**config.mk**
```make
export PLATFORM = sky130hd
export DESIGN_NAME = n_set_cache_multi_policy_controller_flat
export DESIGN_NICKNAME = d
export VERILOG_FILES = /design/src/rtl/n_set_cache_multi_policy_controller_if.sv /design/src/rtl/n_set_cache_multi_policy_controller.sv /design/src/flat_wrapper.sv
export SDC_FILE = /design/constraint.sdc
export NUM_CORES = 1
export LEC_CHECK = 0
export ABC_CLOCK_PERIOD_IN_PS = 1400
export BUFFER_PORTS_ARGS = -buffer_cell sky130_fd_sc_hd__buf_2
export CORE_UTILIZATION = 47
export DETAILED_ROUTE_END_ITERATION = 6
export PLACE_DENSITY_LB_ADDON = 0.2
export SYNTH_ARGS = -nofsm -noshare
export SYNTH_HDL_FRONTEND = slang
export SYNTH_SLANG_ARGS = --single-unit
```
**constraint.sdc**
```tcl
create_clock -name clock_i -period 1.4 [get_ports clock_i]
set_input_delay 0.07 -clock clock_i [delete_from_list [all_inputs] [get_ports clock_i]]
set_output_delay 0.07 -clock clock_i [all_outputs]
set_load 0.01 [all_outputs]
```
**src/rtl/n_set_cache_multi_policy_controller_if.sv**
```systemverilog
// Request/response bundle between the cache controller and its victim-address generator.
//
// Handshake: a miss request is a one-cycle miss_i pulse with addr_i carrying the set.
// While a miss is in flight, further miss_i pulses are ignored.
// The response is a one-cycle done_o pulse, one cycle after the miss is accepted.
// addr_o is valid while done_o is high, and holds its value until the next done_o.
// hit_i is a fire-and-forget strobe with no response.
// There is no backpressure on either side.
interface n_set_cache_multi_policy_controller_if #(
  parameter int BW = 7
);
  logic          hit_i;
  logic          miss_i;
  logic [BW-1:0] addr_i;
  logic          done_o;
  logic [BW-1:0] addr_o;
  logic          state_dbg_o;

  modport master (
    output hit_i, miss_i, addr_i,
    input  done_o, addr_o, state_dbg_o
  );

  modport slave (
    input  hit_i, miss_i, addr_i,
    output done_o, addr_o, state_dbg_o
  );
endinterface

```
**src/rtl/n_set_cache_multi_policy_controller.sv**
```systemverilog
// Victim-address generator for an n-way set-associative cache.
// The replacement policy is fixed per instance: random LFSR, per-set FIFO pointer, or true LRU.
module n_set_cache_multi_policy_controller #(
  parameter int          CACHE_BLOCK_CAPACITY = 128,
  parameter int          CACHE_SET_SIZE       = 4,
  parameter int          POLICY               = 0,
  parameter logic [11:0] LFSR_SEED            = 12'hA11
) (
  input  logic clock_i,
  input  logic reset_i,
  n_set_cache_multi_policy_controller_if.slave bus
);
  localparam int BW_CAP = $clog2(CACHE_BLOCK_CAPACITY);
  localparam int BW_GRP = $clog2(CACHE_SET_SIZE);
  localparam int BW_SET = BW_CAP - BW_GRP;
  localparam int N_SET  = CACHE_BLOCK_CAPACITY / CACHE_SET_SIZE;
  localparam int GW     = (BW_GRP > 0) ? BW_GRP : 1;
  localparam int SW     = (BW_SET > 0) ? BW_SET : 1;

  typedef enum logic {IDLE = 1'b0, RESP = 1'b1} state_e;

  state_e              state_q, state_d;
  logic                done_q, done_d;
  logic [BW_CAP-1:0]   addr_q, addr_d;
  logic [SW-1:0]       req_set;
  logic [GW-1:0]       victim;
  logic [BW_CAP-1:0]   victim_addr;
  logic                miss_acc;

  // Zero-width fields collapse to constant zero so single-set and direct-mapped builds elaborate.
  if (BW_SET > 0) begin : g_set
    assign req_set = bus.addr_i[BW_SET-1:0];
  end else begin : g_noset
    assign req_set = '0;
  end

  if (BW_SET == 0) begin : g_va_way
    assign victim_addr = victim[BW_CAP-1:0];
  end else if (BW_GRP == 0) begin : g_va_set
    assign victim_addr = req_set[BW_CAP-1:0];
  end else begin : g_va_both
    assign victim_addr = {victim[BW_GRP-1:0], req_set[BW_SET-1:0]};
  end

  assign miss_acc = (state_q == IDLE) && bus.miss_i;

  always_comb begin
    state_d = state_q;
    done_d  = 1'b0;
    addr_d  = addr_q;
    case (state_q)
      IDLE: begin
        if (bus.miss_i) begin
          state_d = RESP;
          done_d  = 1'b1;
          addr_d  = victim_addr;
        end
      end
      RESP:    state_d = IDLE;
      default: state_d = IDLE;
    endcase
  end

  always_ff @(posedge clock_i) begin
    if (reset_i) begin
      state_q <= IDLE;
      done_q  <= 1'b0;
      addr_q  <= '0;
    end else begin
      state_q <= state_d;
      done_q  <= done_d;
      addr_q  <= addr_d;
    end
  end

  assign bus.done_o      = done_q;
  assign bus.addr_o      = addr_q;
  assign bus.state_dbg_o = state_q;

  if (POLICY == 1) begin : g_fifo
    logic [GW-1:0] ptr_q [N_SET];
    logic [GW-1:0] ptr_d [N_SET];

    assign victim = ptr_q[req_set];

    always_comb begin
      ptr_d = ptr_q;
      if (miss_acc) begin
        ptr_d[req_set] = (ptr_q[req_set] == GW'(CACHE_SET_SIZE - 1)) ? '0 : ptr_q[req_set] + 1'b1;
      end
    end

    always_ff @(posedge clock_i) begin
      if (reset_i) begin
        for (int s = 0; s < N_SET; s++) ptr_q[s] <= '0;
      end else begin
        ptr_q <= ptr_d;
      end
    end
  end else if (POLICY == 2) begin : g_lru
    logic [GW-1:0] age_q [N_SET][CACHE_SET_SIZE];
    logic [GW-1:0] age_d [N_SET][CACHE_SET_SIZE];
    logic [GW-1:0] req_way;
    logic          touch_en;
    logic [GW-1:0] touch_way;
    logic [GW-1:0] touch_old;

    if (BW_GRP > 0) begin : g_way
      assign req_way = bus.addr_i[BW_CAP-1:BW_SET];
    end else begin : g_noway
      assign req_way = '0;
    end

    // An accepted miss owns the update slot; a coincident hit is dropped.
    assign touch_en  = miss_acc || bus.hit_i;
    assign touch_way = miss_acc ? victim : req_way;
    assign touch_old = age_q[req_set][touch_way];

    always_comb begin
      victim = '0;
      for (int w = 0; w < CACHE_SET_SIZE; w++) begin
        if (age_q[req_set][w] == GW'(CACHE_SET_SIZE - 1)) victim = GW'(w);
      end
    end

    always_comb begin
      age_d = age_q;
      if (touch_en) begin
        for (int w = 0; w < CACHE_SET_SIZE; w++) begin
          if (GW'(w) == touch_way) begin
            age_d[req_set][w] = '0;
          end else if (age_q[req_set][w] < touch_old) begin
            age_d[req_set][w] = age_q[req_set][w] + 1'b1;
          end
        end
      end
    end

    always_ff @(posedge clock_i) begin
      if (reset_i) begin
        for (int s = 0; s < N_SET; s++) begin
          for (int w = 0; w < CACHE_SET_SIZE; w++) age_q[s][w] <= GW'(w);
        end
      end else begin
        age_q <= age_d;
      end
    end
  end else begin : g_rand
    logic [11:0] lfsr_q, lfsr_d;
    logic        fb;

    // x^12 + x^6 + x^4 + x + 1, stepped only when a miss is actually accepted.
    assign fb     = lfsr_q[11] ^ lfsr_q[5] ^ lfsr_q[3] ^ lfsr_q[0];
    assign lfsr_d = miss_acc ? {lfsr_q[10:0], fb} : lfsr_q;

    if (BW_GRP > 0) begin : g_pick
      assign victim = lfsr_q[GW-1:0];
    end else begin : g_zero
      assign victim = '0;
    end

    always_ff @(posedge clock_i) begin
      if (reset_i) lfsr_q <= LFSR_SEED;
      else         lfsr_q <= lfsr_d;
    end
  end
endmodule
```
**src/flat_wrapper.sv**
```systemverilog
// flat-port wrapper written by rule: the top's interface ports become plain ports
module n_set_cache_multi_policy_controller_flat 
#(
  parameter int          CACHE_BLOCK_CAPACITY = 128,
  parameter int          CACHE_SET_SIZE       = 4,
  parameter int          POLICY               = 0,
  parameter logic [11:0] LFSR_SEED            = 12'hA11
)
  (clock_i, reset_i, bus_hit_i, bus_miss_i, bus_addr_i, bus_done_o, bus_addr_o, bus_state_dbg_o);
  n_set_cache_multi_policy_controller_if bus_i ();
  input  logic clock_i;
  input  logic reset_i;
  input wire logic [$bits(bus_i.hit_i)-1:0] bus_hit_i;
  input wire logic [$bits(bus_i.miss_i)-1:0] bus_miss_i;
  input wire logic [$bits(bus_i.addr_i)-1:0] bus_addr_i;
  output wire logic [$bits(bus_i.done_o)-1:0] bus_done_o;
  output wire logic [$bits(bus_i.addr_o)-1:0] bus_addr_o;
  output wire logic [$bits(bus_i.state_dbg_o)-1:0] bus_state_dbg_o;
  assign bus_i.hit_i = bus_hit_i;
  assign bus_i.miss_i = bus_miss_i;
  assign bus_i.addr_i = bus_addr_i;
  assign bus_done_o = bus_i.done_o;
  assign bus_addr_o = bus_i.addr_o;
  assign bus_state_dbg_o = bus_i.state_dbg_o;
  n_set_cache_multi_policy_controller #(.CACHE_BLOCK_CAPACITY(CACHE_BLOCK_CAPACITY), .CACHE_SET_SIZE(CACHE_SET_SIZE), .POLICY(POLICY), .LFSR_SEED(LFSR_SEED)) u_core (.clock_i(clock_i), .reset_i(reset_i), .bus(bus_i));
endmodule
```
Word level (Yosys, flattened, before mapping)
Index checks and enable logic that the tools add are counted.
Operators by class
  muxes and demuxes: 2
  bitwise logic cells: 4
  reductions and logical operators: 3
Operator list (number)
  1-bit bitwise XOR: 3
  1-bit case mux with 2 select lines: 1
  2-bit AND reduction: 1
  2-bit OR reduction: 1
  1-bit logical AND: 1
  1-bit two-way mux: 1
  1-bit inverter: 1
Storage, ports and cells
  bits in registers: 21
  input port bits: 11
  logic and storage cells: 13

Logic depth before layout (Yosys ltp)
Gate-level depths: netlist (run 1).
  depth in word-level cells: 3
  gate-level depth with buffers: 5
  mapped depth without buffers: 3

Worst setup path after synthesis (run 1)
OpenSTA, ideal clock, no wires.
  path kind: reg2reg
  from: register u_core.g_rand.lfsr_q[11]
  to: register u_core.g_rand.lfsr_q[0]
  arrival: 1122 ps
  setup slack: 151 ps
  stages on the path, launching flop included: 4
  path buffers: 0
  path through: dfxtp_1 > xnor3_1 > o21ai_1 > or3b_1
On the way
  cells in the longest elaborated chain, start to end: 3
RTL lines
  start: declaration: RTL line n_set_cache_multi_policy_controller.sv:149  | logic [11:0] lfsr_q, lfsr_d;
  start signal: assignment: RTL line n_set_cache_multi_policy_controller.sv:164  | else lfsr_q <= lfsr_d;
  1-bit bitwise XOR (3 in a row): RTL line n_set_cache_multi_policy_controller.sv:153  | assign fb = lfsr_q[11] ^ lfsr_q[5] ^ lfsr_q[3] ^ lfsr_q[0];
Every way passes these cells.
A chain may end at the register's enable or synchronous reset.

Final worst setup path (run 1)
  from: register u_core.g_rand.lfsr_q[5]
  to: register u_core.g_rand.lfsr_q[0]
The elaborated chain is that of the path after synthesis.

==> flow_metrics.py, run 1 <==
metrics = {
    "worst_setup_path": {
        "critical_path_arrival_ps": 1490,
        "crit_cells": 3,
        "r2r-end": "u_core.g_rand.lfsr_q[0]$_SDFFE_PP1P_",
        "crit_chain": "xnor3_1 > o21ai_1 > or3b_1",
        "reg2regPathDepth": 3,
        "end_kind": "flip-flop",
        "startpoint": "u_core.g_rand.lfsr_q[5]$_SDFFE_PP0P_",
        "crit_buf_inv": 0,
        "path_class": "reg -> reg",
        "critPathLaunchType": "flip-flop",
        "crit_fanout": 3,
        "cpPeakStageDelay_ps": 400,
        "crit_slowest_cell": "xnor3_1",
        "r2r_start": "u_core.g_rand.lfsr_q[5]$_SDFFE_PP0P_",
        "crit_family": "XOR/XNOR gates",
        "required_ps": 1570,
        "reg2reg_slack_ps": 80,
    },
    "hold_path": {
        "holdPathEnd": "u_core.bus.addr_o[4]$_SDFFE_PP0P_",
        "hp-class": "in -> reg",
        "hp-start": "bus_addr_i[4]",
        "min_path_cells": 3,
    },
    "timing": {
        "tns_ps": 0,
        "hold_viol_final": 0,
        "finalSetupViolCount": 0,
        "worstMarginPinSlew_ps": 295,
        "slew_headroom_pct": 80.3,
        "fin_skew_ps": 2.65,
        "post-route-period-util_pct": 94.3,
        "fin_crit_ps": 1320,
        "clock.fmax_mhz": 757,
        "drv_slew": 0,
    },
    "layout": {
        "final_util_pct": 59.5,
        "nets": 108,
        "area_growth_pct": 16.5,
        "drive_above_1_share_pct": 25.0,
        "final_cell_mix": "nand2_1 (32), dfxtp_1 (17), buf_2 (16)",
        "finalNonFillerCells": 111,
        "antennaDiodeCount": 0,
        "fillers": 126,
        "final_common_cell": "nand2_1",
    },
    "clock_network": {
        "insertion_delay_ps": 280,
        "cts_sinks": 18,
        "cts_root_buf": "clkbuf_4",
        "cts_buffer_depth": 2,
        "cts_buffers": 3,
        "holdBufCountCts": 0,
        "h-tree-depth": 1,
        "path_clk_slew_ps": 100,
        "cts_tree": "built",
    },
    "yosys": {
        "synthesis.nets": 93,
        "yosysWarnings": 0,
        "synth_cells": 82,
        "netlist_area_um2": 673,
        "yosysSeqAreaShare_pct": 53.5,
        "synth_area_per_cell_um2": 8.21,
        "yosys_register_bits": 18,
        "ys_types": 15,
    },
    "drt": {
        "vias": 523,
        "drtAntennaViolNets": 0,
        "firstDrtPassIters": 4,
        "detailedRoute.firstIterationViolations": 12,
        "drc": 0,
        "vias_per_cell": 4.71,
        "wl_um": 1160,
        "wl_per_cell_um": 10.4,
    },
    "place": {
        "place_inst": 107,
        "hpwl_um": 754,
        "port_buffers": 16,
        "gp_congestion": 0.747,
    },
    "floorplan": {
        "die-area_um2": 1590,
        "die_y_um": 39.8,
        "rows": 13,
        "die_x_um": 39.8,
        "top_level_ports": 20,
        "core_um2": 1320,
        "start_util_pct": 51.1,
    },
    "pwr": {
        "sw_frac_of_total_pct": 23.7,
        "vdd_drop_max_mv": 0.606,
        "p_switching_mw": 0.235,
        "power_mw": 0.991,
        "pwr-share-seq_pct": 56.6,
        "leakagePower_nw": 0.348,
        "p_per_area_nw_per_um2": 1260,
        "power_frac_comb_pct": 11.7,
        "clkPwrFrac_pct": 31.7,
        "p_int_mw": 0.756,
    },
    "run_status": {
        "status": "finished, final reports clean",
    },
    "global_routing": {
        "grt_pass1_vias": 395,
        "track_usage_pct": 16.6,
        "antenna_found_initial": 0,
        "grt_max_degree": 19,
        "overflow": 0,
        "grt_pass1_wl_um": 1720,
    },
    "flow_run": {
        "drv_cap": 0,
    },
}
[flip-flops by register name (all words and copies together), names as in the netlist]
register / count
u_core.bus.state_dbg_o: 1
u_core.bus.addr_o: 5
u_core.g_rand.lfsr_q: 12
[repair_timing]
| action | CTS | global route |
|---|---|---|
| buffers inserted | 0 | 0 |
| setup endpoints to repair | 0 | 1 |
| resized for setup | 0 | 1 |
[cell usage after synthesis, drive strengths merged]
| library cell | number | area [µm²] |
|---|---|---|
| nand3b | 3 | 22.5 |
| nand2 | 32 | 120 |
| buf | 6 | 36.3 |
| nor3 | 1 | 5.00 |
| nand2b | 1 | 6.26 |
| nor2b | 1 | 6.26 |
| xnor3 | 1 | 22.5 |
| or3b | 1 | 8.76 |
| a21oi | 13 | 65.1 |
| nor2 | 1 | 3.75 |
| o21ai | 1 | 5.00 |
| dfxtp | 18 | 360 |
| clkbuf | 3 | 11.3 |
[cells by family after synthesis]
kind of cell              share of synthesized area (%)
xor gates and xnor gates                           3.35
AOI/OAI and AO/OA                                  10.4
and+or+nand+nor                                    25.7
DFF                                                53.5
buffers and inverters                              7.06
[metal layers]
metal | routed length (µm) | global-route usage (%)
met1 | 600 | 23.8
met2 | 497 | 22.1
met3 | 44 | 3.41
met4 | 15 | 10.3
met5 | 0 | 0
[per-stage QoR]
stage                     instance area (µm²)  worst slack [ps]  hold slack [ps]
after floorplan                           673               151              206
after global placement                    747               131              310
after detailed placement                  747              98.4              318
after CTS                                 783              88.0             10.7
after global routing                      785             -3.38             13.5
final                                     785              79.2             11.1
[worst register-to-register path, cell delays in order, from the launching register on]
cell and delay, ps:
dfxtp_2 350, xnor3_1 400, o21ai_1 110, or3b_1 350
[worst max-delay path by stage]
stage | endpoint | slack (ps)
after CTS | u_core.g_rand.lfsr_q[0]$_SDFFE_PP1P_ | 90
after floorplan | u_core.g_rand.lfsr_q[0]$_SDFFE_PP1P_ | 150
after detailed placement | u_core.g_rand.lfsr_q[0]$_SDFFE_PP1P_ | 100
final | u_core.g_rand.lfsr_q[0]$_SDFFE_PP1P_ | 80
after global routing | u_core.g_rand.lfsr_q[0]$_SDFFE_PP1P_ | -3
after global placement | u_core.g_rand.lfsr_q[0]$_SDFFE_PP1P_ | 130
[power groups by stage]
stage	combinational, mW	sequential [mW]	clock [mW]
6_report	0.116	0.560	0.314
5_1_grt	0.133	0.567	0.347
4_1_cts	0.118	0.560	0.317
3_5_place_dp	0.117	0.572	0
3_3_place_gp	0.116	0.571	0
2_1_floorplan	0.0805	0.574	0
[layout make-up]
type | instances | area [µm²] | share of cell area (%)
clock buffers | 4 | 36.3 | 4.63
multi-input cells | 55 | 265 | 33.8
flip-flops and latches | 18 | 362 | 46.1
well taps | 15 | 18.8 | 2.39
repair buffers | 19 | 103 | 13.1
(Power assumes the default switching activity.)
==> inputs of run 2 (changes only) <==
--- a/config.mk
+++ b/config.mk
@@ -9,6 +9,7 @@
 export BUFFER_PORTS_ARGS = -buffer_cell sky130_fd_sc_hd__buf_2
 export CORE_UTILIZATION = 47
 export DETAILED_ROUTE_END_ITERATION = 6
+export HOLD_SLACK_MARGIN = 0.03
 export PLACE_DENSITY_LB_ADDON = 0.2
 export SYNTH_ARGS = -nofsm -noshare
 export SYNTH_HDL_FRONTEND = slang
==> run 2 against run 1 <==
Compared with the run above:
- wire length rose by 7.1%
- final area rose by 6.4%
- count of clock-buffer cells in the layout did not move
- critical path type unchanged
- critical endpoint unchanged
==> flow_metrics.py, run 2 (synthesis gave the netlist of run 1 again) <==
metrics = {
    "run_status": {
        "status": "finished, final reports clean",
    },
    "hold_path": {
        "min_path_cells": 2,
        "hp-start": "reset_i",
        "holdPathEnd": "u_core.bus.state_dbg_o$_SDFF_PP0_",
        "hp-class": "in -> reg",
    },
    "floorplan": {
        "die_y_um": 39.8,
        "die_x_um": 39.8,
        "top_level_ports": 20,
        "die-area_um2": 1590,
        "rows": 13,
        "start_util_pct": 51.1,
        "core_um2": 1320,
    },
    "worst_setup_path": {
        "crit_chain": "xnor3_1 > o21ai_1 > or3b_1",
        "path_class": "reg -> reg",
        "reg2reg_slack_ps": 70,
        "end_kind": "flip-flop",
        "critPathLaunchType": "flip-flop",
        "crit_fanout": 3,
        "r2r-end": "u_core.g_rand.lfsr_q[0]$_SDFFE_PP1P_",
        "reg2regPathDepth": 3,
        "cpPeakStageDelay_ps": 400,
        "r2r_start": "u_core.g_rand.lfsr_q[5]$_SDFFE_PP0P_",
        "startpoint": "u_core.g_rand.lfsr_q[5]$_SDFFE_PP0P_",
        "critical_path_arrival_ps": 1500,
        "crit_slowest_cell": "xnor3_1",
        "required_ps": 1570,
    },
    "layout": {
        "nets": 113,
        "finalNonFillerCells": 116,
        "fillers": 119,
        "antennaDiodeCount": 0,
        "area_growth_pct": 24.0,
        "final_cell_mix": "nand2_1 (32), dfxtp_1 (17), buf_2 (16)",
        "drive_above_1_share_pct": 23.8,
        "seqCellArea_um2": 362,
        "multi_input_area_um2": 265,
        "final_area_um2": 835,
        "regMostFlops": "u_core.g_rand.lfsr_q",
        "final_common_cell": "nand2_1",
        "final_util_pct": 63.3,
        "largest_register_ffs": 12,
    },
    "clock_network": {
        "post_cts_buffers": 0,
        "cts_buffers": 3,
        "cts_tree": "built",
        "path_clk_slew_ps": 100,
        "cts_sinks": 18,
        "cts_buffer_depth": 2,
        "insertion_delay_ps": 280,
        "h-tree-depth": 1,
        "cts_root_buf": "clkbuf_4",
    },
    "pwr": {
        "leakagePower_nw": 0.369,
        "p_per_area_nw_per_um2": 1200,
        "vdd_drop_max_mv": 0.607,
    },
    "global_routing": {
        "grt.met1_usage_pct": 24.8,
        "grt_pass1_vias": 415,
        "grt_pass1_wl_um": 1840,
        "grt_use_met2_pct": 25.0,
        "overflow": 0,
        "track_usage_pct": 17.8,
        "grt_busiest_layer": "met2",
        "use_met3_pct": 3.41,
        "antenna_found_initial": 0,
        "grt_max_degree": 19,
    },
    "drt": {
        "firstDrtPassIters": 4,
        "detailedRoute.firstIterationViolations": 23,
        "vias_per_cell": 4.75,
        "drtAntennaViolNets": 0,
        "wl_per_cell_um": 10.7,
        "vias": 551,
        "wl_um": 1240,
        "drc": 0,
    },
    "timing": {
        "drv_slew": 0,
        "hold_slack_ps": 147,
        "fin_crit_ps": 1330,
        "hold_viol_final": 0,
        "tns_ps": 0,
        "slew_headroom_pct": 80.4,
        "post-route-period-util_pct": 94.7,
        "rsz0062_at_grt": "no",
        "fin_skew_ps": 0.924,
        "clock.fmax_mhz": 754,
        "finalSetupViolCount": 0,
        "worstMarginPinSlew_ps": 293,
    },
    "place": {
        "port_buffers": 16,
        "place_inst": 107,
        "gp_congestion": 0.747,
        "placed_area_um2": 747,
        "hpwl_um": 754,
    },
    "flow_run": {
        "drv_cap": 0,
    },
}
## run 2: cell count changes in the layout (fill, tap and decap cells not counted), sizes merged
| cell | change |
|---|---|
| dlygate4sd3 | +5 |
## run 2: worst max-delay path, delay by kind of cell (launching register included)
family	cells	cell delay [ps]
AOI/OAI and AO/OA	1	110
DFF	1	360
xor gates and xnor gates	1	400
and+or+nand+nor	1	350
## run 2: power by group
part	internal [mW]	leakage [nW]	total, mW	switching [mW]
clock	0.158	0.0210	0.314	0.156
combinational	0.0635	0.199	0.128	0.0642
sequential	0.544	0.148	0.561	0.0176
## run 2: layout make-up
type	count	share of cell area [%]
Multi-Input combinational cell	55	31.8
Clock buffer	4	4.35
Tap cell	15	2.25
Sequential cell	18	43.3
Timing Repair Buffer	24	18.3
## run 2: metrics by stage
stage          total power, mW  setup slack, ps
5_1_grt                   1.05             1.68
6_report                  1.00             74.5
3_5_place_dp             0.689             98.4
2_1_floorplan            0.655              151
3_3_place_gp             0.687              131
4_1_cts                   1.01             88.0
## run 2: worst max-delay path by stage
stage                                           end  cells past startpoint
2_1_floorplan  u_core.g_rand.lfsr_q[0]$_SDFFE_PP1P_                      3
3_3_place_gp   u_core.g_rand.lfsr_q[0]$_SDFFE_PP1P_                      3
3_5_place_dp   u_core.g_rand.lfsr_q[0]$_SDFFE_PP1P_                      3
4_1_cts        u_core.g_rand.lfsr_q[0]$_SDFFE_PP1P_                      3
5_1_grt        u_core.g_rand.lfsr_q[0]$_SDFFE_PP1P_                      3
6_report       u_core.g_rand.lfsr_q[0]$_SDFFE_PP1P_                      3
## run 2: layer usage
metal  wire, µm  vias to the layer above
met5          0                        -
met4         15                        0
met3         42                        2
met2        569                       12
met1        611                      241
li1           -                      296
## run 2: what timing repair did
item                       in CTS  in global routing
setup endpoints to repair       0                  1
hold endpoints to repair        5                  0
resized for setup               0                  1
hold buffers                    5                  0
